==> config.mk <==
export PLATFORM = sky130hd
export DESIGN_NAME = pll_lock_seq
export DESIGN_NICKNAME = d
export VERILOG_FILES = /design/src/rtl/pll_lock_seq.sv
export SDC_FILE = /design/constraint.sdc
export NUM_CORES = 1
export LEC_CHECK = 0
export BUFFER_PORTS_ARGS = -buffer_cell sky130_fd_sc_hd__buf_2
export CAP_MARGIN = 25
export CORE_AREA = 2 2 91 93
export DETAILED_ROUTE_END_ITERATION = 10
export DIE_AREA = 0 0 93 95
export PLACE_DENSITY = 0.72
export SYNTH_ARGS = -nofsm -noshare
export SYNTH_HDL_FRONTEND = slang
export SYNTH_SLANG_ARGS = --single-unit
==> constraint.sdc <==
create_clock -name xo_clk -period 3.75 [get_ports xo_clk]
set_input_delay 1.125 -clock xo_clk [delete_from_list [all_inputs] [get_ports xo_clk]]
set_output_delay 1.125 -clock xo_clk [all_outputs]
set_load 0.01 [all_outputs]
==> src/rtl/pll_lock_seq.sv <==
// PLL control sequencer: config handshake, lock debounce/timeout/retry, loss-of-lock detection
// and phase-aligned per-channel clock enables. Define PLL_LOCK_CNT_EN to build the loss-of-lock counter.
module pll_lock_seq #(
   parameter int NUM_CH       = 2,
   parameter int MUL_W        = 8,
   parameter int DIV_W        = 8,
   parameter int RST_CYCLES   = 4,
   parameter int LOCK_DELAY   = 3,
   parameter int LOCK_TIMEOUT = 16,
   parameter int MAX_RETRY    = 2
) (
   input  logic                    xo_clk,
   input  logic                    reset,
   input  logic                    pll_enable,
   input  logic                    pll_bypass,
   input  logic                    cfg_valid,
   output logic                    cfg_ready,
   input  logic [MUL_W-1:0]        cfg_mul,
   input  logic [DIV_W-1:0]        cfg_div,
   input  logic [NUM_CH*DIV_W-1:0] cfg_ch_div,
   input  logic                    ana_lock,
   output logic [MUL_W-1:0]        pll_mul_o,
   output logic [DIV_W-1:0]        pll_div_o,
   output logic                    pll_rst_o,
   output logic                    pll_locked,
   output logic                    pll_error,
   output logic [1:0]              err_code,
   output logic                    lock_lost,
   output logic [NUM_CH-1:0]       ch_ce,
   output logic [7:0]              lock_loss_cnt
);

   typedef enum logic [2:0] {IDLE, RESET_PLL, WAIT_LOCK, LOCKED, BYPASS, ERROR} state_t;

   localparam int RC_W = $clog2(RST_CYCLES + 2);
   localparam int DB_W = $clog2(LOCK_DELAY + 2);
   localparam int TO_W = $clog2(LOCK_TIMEOUT + 2);
   localparam int RT_W = $clog2(MAX_RETRY + 2);

   state_t                  state, state_nxt;
   logic [RC_W-1:0]         rst_cnt;
   logic [DB_W-1:0]         deb_cnt, deb_inc;
   logic [TO_W-1:0]         to_cnt, to_inc;
   logic [RT_W-1:0]         retry;
   logic [NUM_CH*DIV_W-1:0] ch_div;
   logic [DIV_W-1:0]        ch_cnt [NUM_CH];
   logic                    cfg_ok, xfer, cfg_bad, lock_hit, tmo_hit;
   logic                    loss_evt, retry_up, ch_act, ch_run;

   assign cfg_ready = pll_enable && (state inside {IDLE, LOCKED, BYPASS, ERROR});
   assign xfer      = cfg_valid && cfg_ready;
   assign cfg_bad   = (cfg_mul == '0) || (cfg_div == '0);
   assign deb_inc   = ana_lock ? deb_cnt + 1'b1 : '0;
   assign to_inc    = to_cnt + 1'b1;
   assign lock_hit  = (deb_inc == DB_W'(LOCK_DELAY));
   assign tmo_hit   = (to_inc == TO_W'(LOCK_TIMEOUT));
   assign ch_act    = state inside {LOCKED, BYPASS};
   // counters only advance while staying put, so every entry starts all channels from zero
   assign ch_run    = ch_act && (state_nxt == state) && !xfer;

   always_ff @(posedge xo_clk or posedge reset) begin
      if (reset) state <= IDLE;
      else       state <= state_nxt;
   end

   always_comb begin
      state_nxt = state;
      loss_evt  = 1'b0;
      retry_up  = 1'b0;
      if (!pll_enable)     state_nxt = IDLE;
      else if (pll_bypass) state_nxt = BYPASS;
      else if (xfer)       state_nxt = cfg_bad ? ERROR : RESET_PLL;
      else begin
         case (state)
            RESET_PLL: if (rst_cnt == RC_W'(RST_CYCLES - 1)) state_nxt = WAIT_LOCK;
            WAIT_LOCK: begin
               if (lock_hit) state_nxt = LOCKED;
               else if (tmo_hit) begin
                  if (retry < RT_W'(MAX_RETRY)) begin
                     state_nxt = RESET_PLL;
                     retry_up  = 1'b1;
                  end else begin
                     state_nxt = ERROR;
                  end
               end
            end
            LOCKED: begin
               if (!ana_lock) begin
                  state_nxt = RESET_PLL;
                  loss_evt  = 1'b1;
               end
            end
            BYPASS:  state_nxt = cfg_ok ? RESET_PLL : IDLE;
            default: state_nxt = state;
         endcase
      end
   end

   always_ff @(posedge xo_clk or posedge reset) begin
      if (reset) begin
         pll_mul_o  <= '0;
         pll_div_o  <= '0;
         ch_div     <= '0;
         cfg_ok     <= 1'b0;
         pll_rst_o  <= 1'b1;
         pll_locked <= 1'b0;
         pll_error  <= 1'b0;
         err_code   <= '0;
         lock_lost  <= 1'b0;
         retry      <= '0;
         rst_cnt    <= '0;
         deb_cnt    <= '0;
         to_cnt     <= '0;
      end else begin
         if (xfer) begin
            pll_mul_o <= cfg_mul;
            pll_div_o <= cfg_div;
            ch_div    <= cfg_ch_div;
            cfg_ok    <= !cfg_bad;
         end
         pll_rst_o  <= !(state_nxt inside {WAIT_LOCK, LOCKED});
         pll_locked <= (state_nxt == LOCKED) ||
                       ((state_nxt == BYPASS) && (state inside {LOCKED, BYPASS}));
         pll_error  <= (state_nxt == ERROR);
         // code is fixed on entry to ERROR; a bad transfer while in ERROR re-marks it
         if (state_nxt != ERROR)  err_code <= 2'd0;
         else if (xfer)           err_code <= 2'd1;
         else if (state != ERROR) err_code <= 2'd2;
         if (xfer)          lock_lost <= 1'b0;
         else if (loss_evt) lock_lost <= 1'b1;
         if (xfer || loss_evt) retry <= '0;
         else if (retry_up)    retry <= retry + 1'b1;
         rst_cnt <= (state == RESET_PLL && state_nxt == RESET_PLL) ? rst_cnt + 1'b1 : '0;
         if (state == WAIT_LOCK && state_nxt == WAIT_LOCK) begin
            deb_cnt <= deb_inc;
            to_cnt  <= to_inc;
         end else begin
            deb_cnt <= '0;
            to_cnt  <= '0;
         end
      end
   end

   always_ff @(posedge xo_clk or posedge reset) begin
      if (reset) begin
         for (int unsigned i = 0; i < NUM_CH; i++) ch_cnt[i] <= '0;
      end else begin
         for (int unsigned i = 0; i < NUM_CH; i++) begin
            if (ch_run && ch_div[i*DIV_W +: DIV_W] >= DIV_W'(2) &&
                ch_cnt[i] != ch_div[i*DIV_W +: DIV_W] - 1'b1)
               ch_cnt[i] <= ch_cnt[i] + 1'b1;
            else
               ch_cnt[i] <= '0;
         end
      end
   end

   always_comb begin
      ch_ce = '0;
      for (int unsigned i = 0; i < NUM_CH; i++) begin
         ch_ce[i] = pll_enable && ch_act &&
                    ((ch_div[i*DIV_W +: DIV_W] == DIV_W'(1)) ||
                     (ch_div[i*DIV_W +: DIV_W] >= DIV_W'(2) &&
                      ch_cnt[i] == ch_div[i*DIV_W +: DIV_W] - 1'b1));
      end
   end

`ifdef PLL_LOCK_CNT_EN
   always_ff @(posedge xo_clk or posedge reset) begin
      if (reset)                                   lock_loss_cnt <= '0;
      else if (loss_evt && lock_loss_cnt != 8'hFF) lock_loss_cnt <= lock_loss_cnt + 1'b1;
   end
`else
   assign lock_loss_cnt = '0;
`endif

endmodule

# [After elaboration in Yosys (flattened, before gate mapping)]
# Cells that the tools add are included.
[op_classes] n_addsub=8 n_mul=0 n_div=0 order_cmp=3 n_eq_ne=22 shifts=0 n_mux=36 bitwise=0 reduce_logical=33
[ops] cell="two-way mux 3 bit" count=12
[ops] cell="equality test 3 x 2 -> 1 bit (second input constant)" count=6
[ops] cell="adder 8 x 1 -> 8 bit (second input constant)" count=2
[ops] cell="equality test 8 x 1 -> 1 bit (second input constant)" count=2
[ops] cell="equality test 8 bit" count=2
[ops] cell=">= comparator 8 x 2 -> 1 bit (second input constant)" count=2
[ops] cell="logical AND 1 bit" count=16
[ops] cell="zero test 8 bit" count=2
[ops] cell="two-way mux 8 bit" count=2
[ops] cell="!= test 8 bit" count=2
[ops] cell="subtractor 8 x 1 -> 8 bit (second input constant)" count=2
[ops] cell="two-way mux 1 bit" count=15
[ops] cell="equality test 3 bit (second input constant)" count=4
[ops] cell="case mux 3 bit (4 select lines)" count=1
[ops] cell="two-way mux 2 bit" count=5
[ops] cell="nonzero test 2 bit" count=4
[ops] cell="adder 3 x 1 -> 3 bit (second input constant)" count=2
[ops] cell="equality test 3 x 1 -> 1 bit (second input constant)" count=2
[ops] cell="!= test 3 bit (second input constant)" count=2
[ops] cell="adder 5 x 1 -> 5 bit (second input constant)" count=1
[ops] cell="equality test 5 bit (second input constant)" count=1
[ops] cell="logical OR 1 bit" count=5
[ops] cell="two-way mux 5 bit" count=1
[ops] cell="nonzero test 4 bit" count=1
[ops] cell="6 further kinds" count=8
[word_totals] register_bits=71 latchBits=0 ramBits=0 mem_bits_ro=0 inputBits=38 output_inout_bits=33 wordCells=118 mem_count=0

# [Longest topological paths before layout]
# Gate-level depths: netlist of the first run.
[logic_depth] word_depth=14 mapped_depth=8

# [Worst setup path after synthesis of the first run]
# No wires, ideal clock.
[synth_path] kind="reg-to-output" startpoint="register ch_div[10]" endpoint="output ch_ce[1]" arrival_time_ns=1.907 required_time_ns=2.625 path_slack_ns=0.718 path_stages_with_launch=7 n_path_buf=0 cell_sequence="dfrtp_1 or4_4 or3_1 or3_4 nand2_2 nor2_1 o21ba_1"
[synth_between] elab_chain_cells=5 elab_cells_between_ends=7
[synth_rtl] item="start: declaration" line_no="45" rtl="logic [NUM_CH*DIV_W-1:0] ch_div;"
[synth_rtl] item="start signal: assignment" line_no="118" rtl="ch_div <= cfg_ch_div;"
[synth_rtl] item="subtractor 8 x 1 -> 8 bit" line_no="164" rtl="ch_cnt[i] == ch_div[i*DIV_W +: DIV_W] - 1'b1));"
[synth_rtl] item="equality test 8 bit" line_no="164"
[synth_rtl] item="logical AND 1 bit" line_no="163" rtl="(ch_div[i*DIV_W +: DIV_W] >= DIV_W'(2) &&"
[synth_rtl] item="logical OR 1 bit (*)" line_no="162" rtl="((ch_div[i*DIV_W +: DIV_W] == DIV_W'(1)) ||"
[synth_rtl] item="logical AND 1 bit (*)" line_no="161" rtl="ch_ce[i] = pll_enable && ch_act &&"
[synth_rtl] item="end: declaration" line_no="29" rtl="output logic [NUM_CH-1:0] ch_ce,"
# Every way passes the cells marked *; elsewhere a longest branch is shown, timed or not.

# [Final worst setup path of the first run]
[layout_path] startpoint="register ch_div[4]" endpoint="output ch_ce[0]"
# Same word-level chain as after synthesis.

==> results of run 1 <==
through the flow:
stage	power [mW]	setup slack, ps	utilization (%)	hold WS, ps
detailed placement	1.31	548	53.5	437
CTS	2.11	153	56.8	447
finish	2.09	189	56.8	442
global route	2.20	36.1	56.8	453
floorplan	1.19	718	-	417
global placement	1.30	585	53.5	434
logic make-up after synthesis:
kind of cell,count (synthesis)
compound gates,42
xor+xnor,41
fa+ha+maj,12
buf+inv,30
flops,71
mux,32
other cells,1
simple gates,129
registers in the layout, summed over array words and instances (netlist names):
name / flops
ch_cnt: 16
pll_error: 1
retry: 2
to_cnt: 5
pll_mul_o: 8
pll_div_o: 8
rst_cnt: 3
state: 3
pll_locked: 1
ch_div: 16
err_code: 2
lock_lost: 1
deb_cnt: 3
pll_rst_o: 1
cfg_ok: 1
power by group through the flow:
stage | Clock, mW | Combinational (mW) | Sequential (mW)
CTS | 0.815 | 0.380 | 0.919
floorplan | 0 | 0.264 | 0.930
detailed placement | 0 | 0.378 | 0.932
global placement | 0 | 0.371 | 0.928
finish | 0.794 | 0.377 | 0.920
global route | 0.841 | 0.425 | 0.932
worst paths after layout:
kind,slack [ps],from,end,cells after the start
min,440,rst_cnt[0]$_DFF_PP0_,rst_cnt[0]$_DFF_PP0_,1
min in group asynchronous,870,reset,pll_div_o[5]$_DFFE_PP0P_,2
max in group asynchronous,2170,reset,pll_rst_o$_DFF_PP1_,3
min reg2reg,440,rst_cnt[0]$_DFF_PP0_,rst_cnt[0]$_DFF_PP0_,1
max reg2reg,1280,state[0]$_DFF_PP0_,pll_div_o[7]$_DFFE_PP0P_,5
max,190,ch_div[4]$_DFFE_PP0P_,ch_ce[0],7
cell usage after synthesis (3+ instances only):
cell type	n	share of area [%]
o22ai_1	3	0.49
buf_2	6	0.78
nor3_1	15	2.0
nand3_1	15	2.0
nand2_1	19	1.9
and2_1	3	0.49
dfrtp_1	70	46
nor4_1	5	0.82
nor4b_1	3	0.69
or3_1	3	0.49
xnor2_1	22	5.0
buf_4	8	1.6
o21ai_0	12	1.6
ha_1	12	3.9
nor2b_1	9	1.5
xor2_1	19	4.3
a21oi_1	5	0.65
inv_1	15	1.5
and3_1	4	0.65
nand4_1	3	0.49
mux2_2	32	9.4
nor3b_1	5	0.98
nor2_1	30	2.9
area by class of cell:
cell class | instances | area [um^2] | area share, %
clock buffer | 10 | 128 | 2.83
clock inverter | 6 | 133 | 2.94
sequential | 71 | 1780 | 39.5
multi-input combinational | 264 | 1930 | 42.8
tap | 105 | 131 | 2.92
inverter | 15 | 56.3 | 1.25
timing repair buffer | 64 | 350 | 7.77
critical path: stages (launching register included):
cell	delay [ps]
dfrtp_1	410
or3_4	420
or4_1	500
a21boi_1	140
o2111ai_1	190
o22ai_1	140
nor2b_1	150
buf_2	140
metal layers:
layer / wire length (um) / part of all wire, % / vias up
met5: 0 / 0 / -
met4: 120 / 1.6 / 0
met3: 429 / 5.7 / 13
met2: 3630 / 48 / 62
met1: 3370 / 45 / 1338
li1: - / - / 1370
what timing repair did:
action,CTS,global route
hold buffers,0,0
setup buffers,0,0
endpoints found under the setup margin,0,1
gates resized for setup,0,1
==> metrics.md, run 1 <==
| Metric | Value |
|---|---|
| CP arrival | 2440 ps |
| Core region area | 0.00793 mm^2 |
| Seq pwr share | 44.0% |
| Vias per Instance | 5.20 |
| PwrDens | 464 mW/mm^2 |
| Clk pin slew, worst setup/hold paths | 80 ps |
| Non-filler cells in the finished layout | 535 |
| FMAX | 281 MHz |
| Number of synthesized register bits | 71 |
| Multiplexer share of the synthesized area | 9.40% |
| Logic pwr share | 18.0% |
| Die Ht | 95 um |
| GR Util met2 | 30.9% |
| Initial Utilization | 48.4% |
| MaxCap Viol Count | 0 |
| CP Capture Type | primary output |
| Gpl congestion | 0.846 |
| Final-layout fill cell count | 726 |
| Layout cells sized above 1 | 29.5% |
| Adder-cell share of the synthesized area | 3.92% |
| Initial antenna violation count | 0 |
| Syn avg cell area | 10.7 um^2 |
| Cell area after synthesis | 0.00383 mm^2 |
| GR peak layer | met2 |
| Final min period | 3560 ps |
| Most frequent cells in the layout | 70 x dfrtp_1, 62 x buf_2, 32 x mux2_2 |
| Sink Count | 71 |
| CP Max Fanout | 5 |
| Largest net degree at the start of global routing | 44 |
| Switching portion of total power | 26.3% |
| Tcrit/Tclk final | 94.9% |
| Final #Nets | 475 |
| Most common cell after layout, fill and taps aside | dfrtp_1 |
| Placed instance area | 0.00424 mm^2 |
| Number of DRC markers in iteration 0 | 87 |
| Clock skew | 10.2 ps |
| Synth Area in XOR/XNOR | 9.37% |
| GRT overflow | 0 |
| TritonCTS clock tree | yes |
| Post-Syn Instances | 358 |
| Largest family of logic cells by synthesized area | simple AND/OR/NAND/NOR gates |
| Clk pwr share | 38.0% |
| Main flop type after synthesis | dfrtp_1 |
| Internal power | 1.54 mW |
| RSZ-0062 raised after global routing | false |
| Crit start category | register |
| DR DRC count | 0 |
| WL final | 7.55 mm |
| CTS root buf | clkbuf_8 |
| PortBufs | 62 |
| ANT nets after route | 0 |
| Critical path required time | 2620 ps |
| IO Pins | 71 |
| NetSw | 0.549 mW |
| Simple-Gate Fraction of Synth Area | 18.6% |
| Global-route wire length before repair | 13.0 mm |
| Seq/Total Area, Yosys | 46.4% |
| Worst-margin pin slew | 700 ps |
| H-tree depth | 3 |
| Chip width | 93 um |
| Slew margin rel. | 53.2% |
| GR Util met3 | 5.19% |
| CTS max path bufs | 2 |
| Vias in the first global route | 2,821 |
| M1 GR Usage | 23.5% |
| Clock Latency Late Sink | 350 ps |
| Die area | 0.00884 mm^2 |
| HP Class | reg -> reg |
| Number of diodes | 0 |
| Placed cell count | 519 |
| Max-slew violation count | 0 |
| Vias | 2,783 |
| P_leak | 2.02 nW |
| Design area | 0.00451 mm^2 |
| Setup Total Neg Slack | 0 ps |
| Number of synthesized flops with an enable pin | 0 |
| DP HPWL | 5.59 mm |
| Synth cell types | 55 |
| Setup CP Type | reg -> out |
| Gr usage total | 18.7% |
| First-pass detailed-route iteration total | 4 |
| Final Hold Viols | 0 |
| Async set or reset register ratio after synthesis | 100% |
| Wirelength per Cell | 14.1 um |
| Area Growth Syn to Fin | 17.6% |
| Max VDD drop | 0.329 mV |
| Status | completed |
| Final setup viols | 0 |
| Total CTS buffers | 9 |
| Post-synthesis compound-gate area fraction | 8.16% |
| Row Count | 33 |
| YS warnings | 0 |
Power figures use the tool's default switching activity.
==> inputs of run 2 (changes only) <==
--- a/config.mk
+++ b/config.mk
@@ -10,6 +10,7 @@
 export CORE_AREA = 2 2 91 93
 export DETAILED_ROUTE_END_ITERATION = 10
 export DIE_AREA = 0 0 93 95
+export GPL_TIMING_DRIVEN = 0
 export PLACE_DENSITY = 0.72
 export SYNTH_ARGS = -nofsm -noshare
 export SYNTH_HDL_FRONTEND = slang
==> metrics.md, run 2 (synthesis results as in run 1) <==
| Metric | Value |
|---|---|
| Status | completed |
| Clk pwr share | 29.0% |
| P_leak | 2.04 nW |
| ANT nets after route | 0 |
| Gpl congestion | 0.793 |
| Die Ht | 95 um |
| Cts hold-fix bufs | 0 |
| First-pass detailed-route iteration total | 4 |
| PwrDens | 411 mW/mm^2 |
| IO Pins | 71 |
| Switching portion of total power | 29.0% |
| PortBufs | 62 |
| DP HPWL | 5.69 mm |
| CP arrival | 2470 ps |
| Worst flop-to-flop path startpoint | deb_cnt[0]$_DFF_PP0_ |
| Row Count | 33 |
| CTS root buf | clkbuf_8 |
| CP Launch Point | ch_div[4]$_DFFE_PP0P_ |
| Number of DRC markers in iteration 0 | 74 |
| Wl on met1 | 3.46 mm |
| Die area | 0.00884 mm^2 |
| Most frequent cells in the layout | 70 x dfrtp_1, 68 x buf_2, 32 x mux2_2 |
| Core region area | 0.00793 mm^2 |
| Slew margin rel. | 42.5% |
| Clock Latency Late Sink | 340 ps |
| CP Capture Type | primary output |
| Total CTS buffers | 9 |
| Global-route wire length before repair | 13.1 mm |
| Setup Total Neg Slack | 0 ps |
| Layout cells sized above 1 | 31.9% |
| Max-slew violation count | 0 |
| Final Hold Viols | 0 |
| Vias in the first global route | 2,817 |
| Placed cell count | 532 |
| Final setup viols | 0 |
| CTS max path bufs | 2 |
| HP Class | reg -> reg |
| Seq pwr share | 49.5% |
| Final #Nets | 489 |
| Wirelength per Cell | 14.0 um |
| Crit start category | register |
| Met2 wire len | 3.67 mm |
| Setup CP Type | reg -> out |
| Critical path endpoint | ch_ce[0] |
| Chip width | 93 um |
| Final-layout fill cell count | 708 |
| Sink Count | 71 |
| MaxCap Viol Count | 0 |
| Initial antenna violation count | 0 |
| Max VDD drop | 0.255 mV |
| Met3 wire len | 454 um |
| DR DRC count | 0 |
| TritonCTS clock tree | yes |
| R2R Path End | rst_cnt[0]$_DFF_PP0_ |
| Tcrit/Tclk final | 96.0% |
| Vias | 2,828 |
| Logic pwr share | 21.5% |
| NetSw | 0.537 mW |
| Largest net degree at the start of global routing | 72 |
| R2r setup slk | 1520 ps |
| H-tree depth | 3 |
| Clock skew | 8.67 ps |
| FMAX | 278 MHz |
| R2R depth | 8 |
| Worst-margin pin slew | 862 ps |
| Largest regs | ch_cnt: 16 flops, ch_div: 16 flops |
| Final min period | 3600 ps |
| Internal power | 1.31 mW |
| Initial Utilization | 48.4% |
| WL final | 7.66 mm |
| Critical path required time | 2620 ps |
| Area Growth Syn to Fin | 17.2% |
| CP Max Fanout | 5 |
| Number of diodes | 0 |
| Most common cell after layout, fill and taps aside | dfrtp_1 |
| Clk pin slew, worst setup/hold paths | 70 ps |
| Non-filler cells in the finished layout | 547 |
| GRT overflow | 0 |
| Vias per Instance | 5.17 |
| Max layer used | met4 |
| Gr usage total | 18.9% |
## run 2: cell count changes in the layout (fill, tap and decap cells not counted), moves of 2 or more
cell / delta
buf_4: +9
buf_2: +6
buf_12: -2
clkbuf_8: +2
bufinv_16: -4
## run 2: power by group through the flow
stage          sequential, mW  clock (mW)  combinational, mW
2_1_floorplan           0.930           0              0.264
3_3_place_gp            0.924           0              0.379
3_5_place_dp            0.929           0              0.392
4_1_cts                 0.916       0.547              0.393
5_1_grt                 0.929       0.585              0.443
6_report                0.915       0.535              0.398
## run 2: how the worst min path moves through the flow
| stage | from | to | slack (ps) | depth (start not counted) |
|---|---|---|---|---|
| 3_5_place_dp | rst_cnt[0]$_DFF_PP0_ | rst_cnt[0]$_DFF_PP0_ | 440 | 1 |
| 4_1_cts | rst_cnt[0]$_DFF_PP0_ | rst_cnt[0]$_DFF_PP0_ | 450 | 1 |
| 6_report | rst_cnt[0]$_DFF_PP0_ | rst_cnt[0]$_DFF_PP0_ | 440 | 1 |
| 2_1_floorplan | rst_cnt[0]$_DFF_PP0_ | rst_cnt[0]$_DFF_PP0_ | 420 | 1 |
| 5_1_grt | rst_cnt[0]$_DFF_PP0_ | rst_cnt[0]$_DFF_PP0_ | 460 | 1 |
| 3_3_place_gp | rst_cnt[0]$_DFF_PP0_ | rst_cnt[0]$_DFF_PP0_ | 430 | 1 |
## run 2: what timing repair did
action                     CTS  global route
setup buffers                0             1
gates resized for setup      0             4
setup endpoints to repair    0             2
## run 2: through the flow
step                setup slack [ps]  instance area, um^2  hold WS [ps]  utilization (%)  total power [mW]
finish                           150                 4490           442             56.7              1.85
global route                   -12.5                 4490           461             56.7              1.96
CTS                             86.5                 4470           446             56.4              1.86
detailed placement               466                 4300           436             54.3              1.32
global placement                11.2                 4300           427             54.3              1.30
floorplan                        718                 3860           417                -              1.19
## run 2: final cells by class
class	count	area, um^2	area share (%)
multi-input cells	264	1940	43.2
clock inverters	1	5.00	0.111
well taps	105	131	2.92
plain buffers	15	101	2.26
clock buffers	13	159	3.54
flip-flops and latches	71	1780	39.6
inverters	15	58.8	1.31
repair buffers	63	318	7.07
## run 2: routing by layer
layer	global-route usage [%]	up-vias
met3	6.23	9
met4	6.00	0
met1	23.6	1361
met2	31.2	67
met5	0	-
li1	-	1391
## run 2: critical path, cell delays in order, from the launching register on
cell and delay, ps:
dfrtp_1 410, or3_4 420, or4_1 520, a21boi_2 150
o2111ai_2 180, o22ai_1 150, nor2b_2 170, buf_2 140
==> inputs of run 3 (changes only) <==
==> constraint.sdc (replaced) <==
create_clock -name xo_clk -period 3.75 [get_ports xo_clk]
set_input_delay 0.1875 -clock xo_clk [delete_from_list [all_inputs] [get_ports xo_clk]]
set_output_delay 0.1875 -clock xo_clk [all_outputs]
set_load 0.01 [all_outputs]
==> metrics.md, run 3 (synthesis results as in run 1) <==
| Metric | Value |
|---|---|
| Number of DRC markers in iteration 0 | 82 |
| HP Class | in -> async |
| Vias | 2,822 |
| Clock Latency Late Sink | 340 ps |
| Worst-margin pin slew | 864 ps |
| Area Growth Syn to Fin | 16.5% |
| CP arrival | 2500 ps |
| Gpl congestion | 0.793 |
| Final setup viols | 0 |
| Max VDD drop | 0.255 mV |
| Crit start category | register |
| Post-route setup slack | 1060 ps |
| Logic pwr share | 21.1% |
| Initial antenna violation count | 0 |
| Status | completed |
| PortBufs | 62 |
| Critical path required time | 3560 ps |
| Core region area | 0.00793 mm^2 |
| GRT overflow | 0 |
| DR DRC count | 0 |
| Placed instance area | 0.00430 mm^2 |
| Total CTS buffers | 9 |
| Most frequent cells in the layout | 70 x dfrtp_1, 68 x buf_2, 32 x mux2_2 |
| Layout cells sized above 1 | 30.8% |
| CP Capture Type | primary output |
| Cts hold-fix bufs | 0 |
| Max-slew violation count | 0 |
| Switching portion of total power | 29.0% |
| CP Max Fanout | 5 |
| FMAX | 372 MHz |
| TritonCTS clock tree | yes |
| Slowest cell on the critical path | or4_1 |
| H-tree depth | 3 |
| Power consumption | 1.84 mW |
| Chip width | 93 um |
| Internal power | 1.31 mW |
| Place WS | 1400 ps |
| Wirelength per Cell | 14.0 um |
| Clk pwr share | 29.2% |
| Setup Total Neg Slack | 0 ps |
| P_leak | 2.03 nW |
| Vias in the first global route | 2,817 |
| Largest regs | ch_cnt: 16 flops, ch_div: 16 flops |
| Die area | 0.00884 mm^2 |
| Setup CP Type | reg -> out |
| MaxCap Viol Count | 0 |
| Setup bufs post-CTS | 0 |
| WL final | 7.62 mm |
| Initial Utilization | 48.4% |
| R2r setup slk | 1520 ps |
| NetSw | 0.533 mW |
| Final #Nets | 488 |
| CTS-repair resized insts | 0 |
| Die Ht | 95 um |
| CP peak stage delay | 500 ps |
| Global-route wire length before repair | 13.1 mm |
| First-pass detailed-route iteration total | 4 |
| Design area | 0.00447 mm^2 |
| Vias per Instance | 5.17 |
| Final-layout fill cell count | 708 |
| Largest net degree at the start of global routing | 72 |
| Clock skew | 9.95 ps |
| Cell family with most CP delay | simple AND/OR/NAND/NOR gates |
| IO Pins | 71 |
| CTS max path bufs | 2 |
| ANT nets after route | 0 |
| Number of diodes | 0 |
| Seq pwr share | 49.7% |
| Crit path cell chain | or3_4, or4_1, a21boi_1, o2111ai_1, o22ai_1, nor2b_1, buf_2 |
| PwrDens | 412 mW/mm^2 |
| CP bufs+invs | 1 |
| Finished Core Util | 56.4% |
| Slew margin rel. | 42.4% |
| DP HPWL | 5.69 mm |
| Clk pin slew, worst setup/hold paths | 70 ps |
| Sink Count | 71 |
| RSZ-0062 raised after global routing | false |
| Final min period | 2690 ps |
| Most common cell after layout, fill and taps aside | dfrtp_1 |
| Gr usage total | 18.9% |
| CTS root buf | clkbuf_8 |
| Row Count | 33 |
| Tcrit/Tclk final | 71.7% |
| Final Hold Viols | 0 |
[run 3: worst reg2reg max path, cell delays in order (launching register included)]
cell	delay (ps)
dfrtp_1	420
ha_1	220
xor2_1	190
o311ai_0	340
nor3_1	120
o211ai_2	260
and2_1	160
buf_2	170
nor4b_1	240
[run 3: metal layers]
layer | vias to the layer above | part of all wire [%] | GRT usage [%]
met4 | 0 | 1.4 | 6.00
li1 | 1392 | - | -
met3 | 14 | 5.7 | 6.23
met2 | 69 | 47 | 31.2
met5 | - | 0 | 0
met1 | 1347 | 46 | 23.6
[run 3: power by group through the flow]
stage | Clock, mW | Combinational, mW | Sequential [mW]
after floorplan | 0 | 0.264 | 0.930
after global placement | 0 | 0.379 | 0.924
after detailed placement | 0 | 0.392 | 0.929
after CTS | 0.547 | 0.393 | 0.916
after global routing | 0.585 | 0.435 | 0.929
final | 0.537 | 0.389 | 0.915
[run 3: metrics by stage]
step	hold WS [ps]	instances
floorplan	300	365
global placement	420	532
detailed placement	423	532
CTS	55.3	546
global route	57.8	546
finish	18.9	546
[run 3: cell type report]
| type | count | area [um^2] | share of cell area [%] |
|---|---|---|---|
| clock inverter | 1 | 5.00 | 0.112 |
| timing repair buffer | 62 | 310 | 6.94 |
| buffer | 15 | 101 | 2.27 |
| tap | 105 | 131 | 2.94 |
| sequential | 71 | 1780 | 39.8 |
| inverter | 15 | 58.8 | 1.32 |
| multi-input combinational | 264 | 1920 | 43.1 |
| clock buffer | 13 | 159 | 3.56 |
[run 3: path summary, 6_finish.rpt]
| path | start | endpoint | depth (start not counted) |
|---|---|---|---|
| max | ch_div[3]$_DFFE_PP0P_ | ch_ce[0] | 7 |
| min | reset | pll_mul_o[1]$_DFFE_PP0P_ | 2 |
| max reg2reg | deb_cnt[0]$_DFF_PP0_ | rst_cnt[0]$_DFF_PP0_ | 8 |
| min reg2reg | rst_cnt[0]$_DFF_PP0_ | rst_cnt[0]$_DFF_PP0_ | 1 |
| max in group asynchronous | reset | ch_div[15]$_DFFE_PP0P_ | 2 |
| min in group xo_clk | cfg_ch_div[12] | ch_div[12]$_DFFE_PP0P_ | 2 |
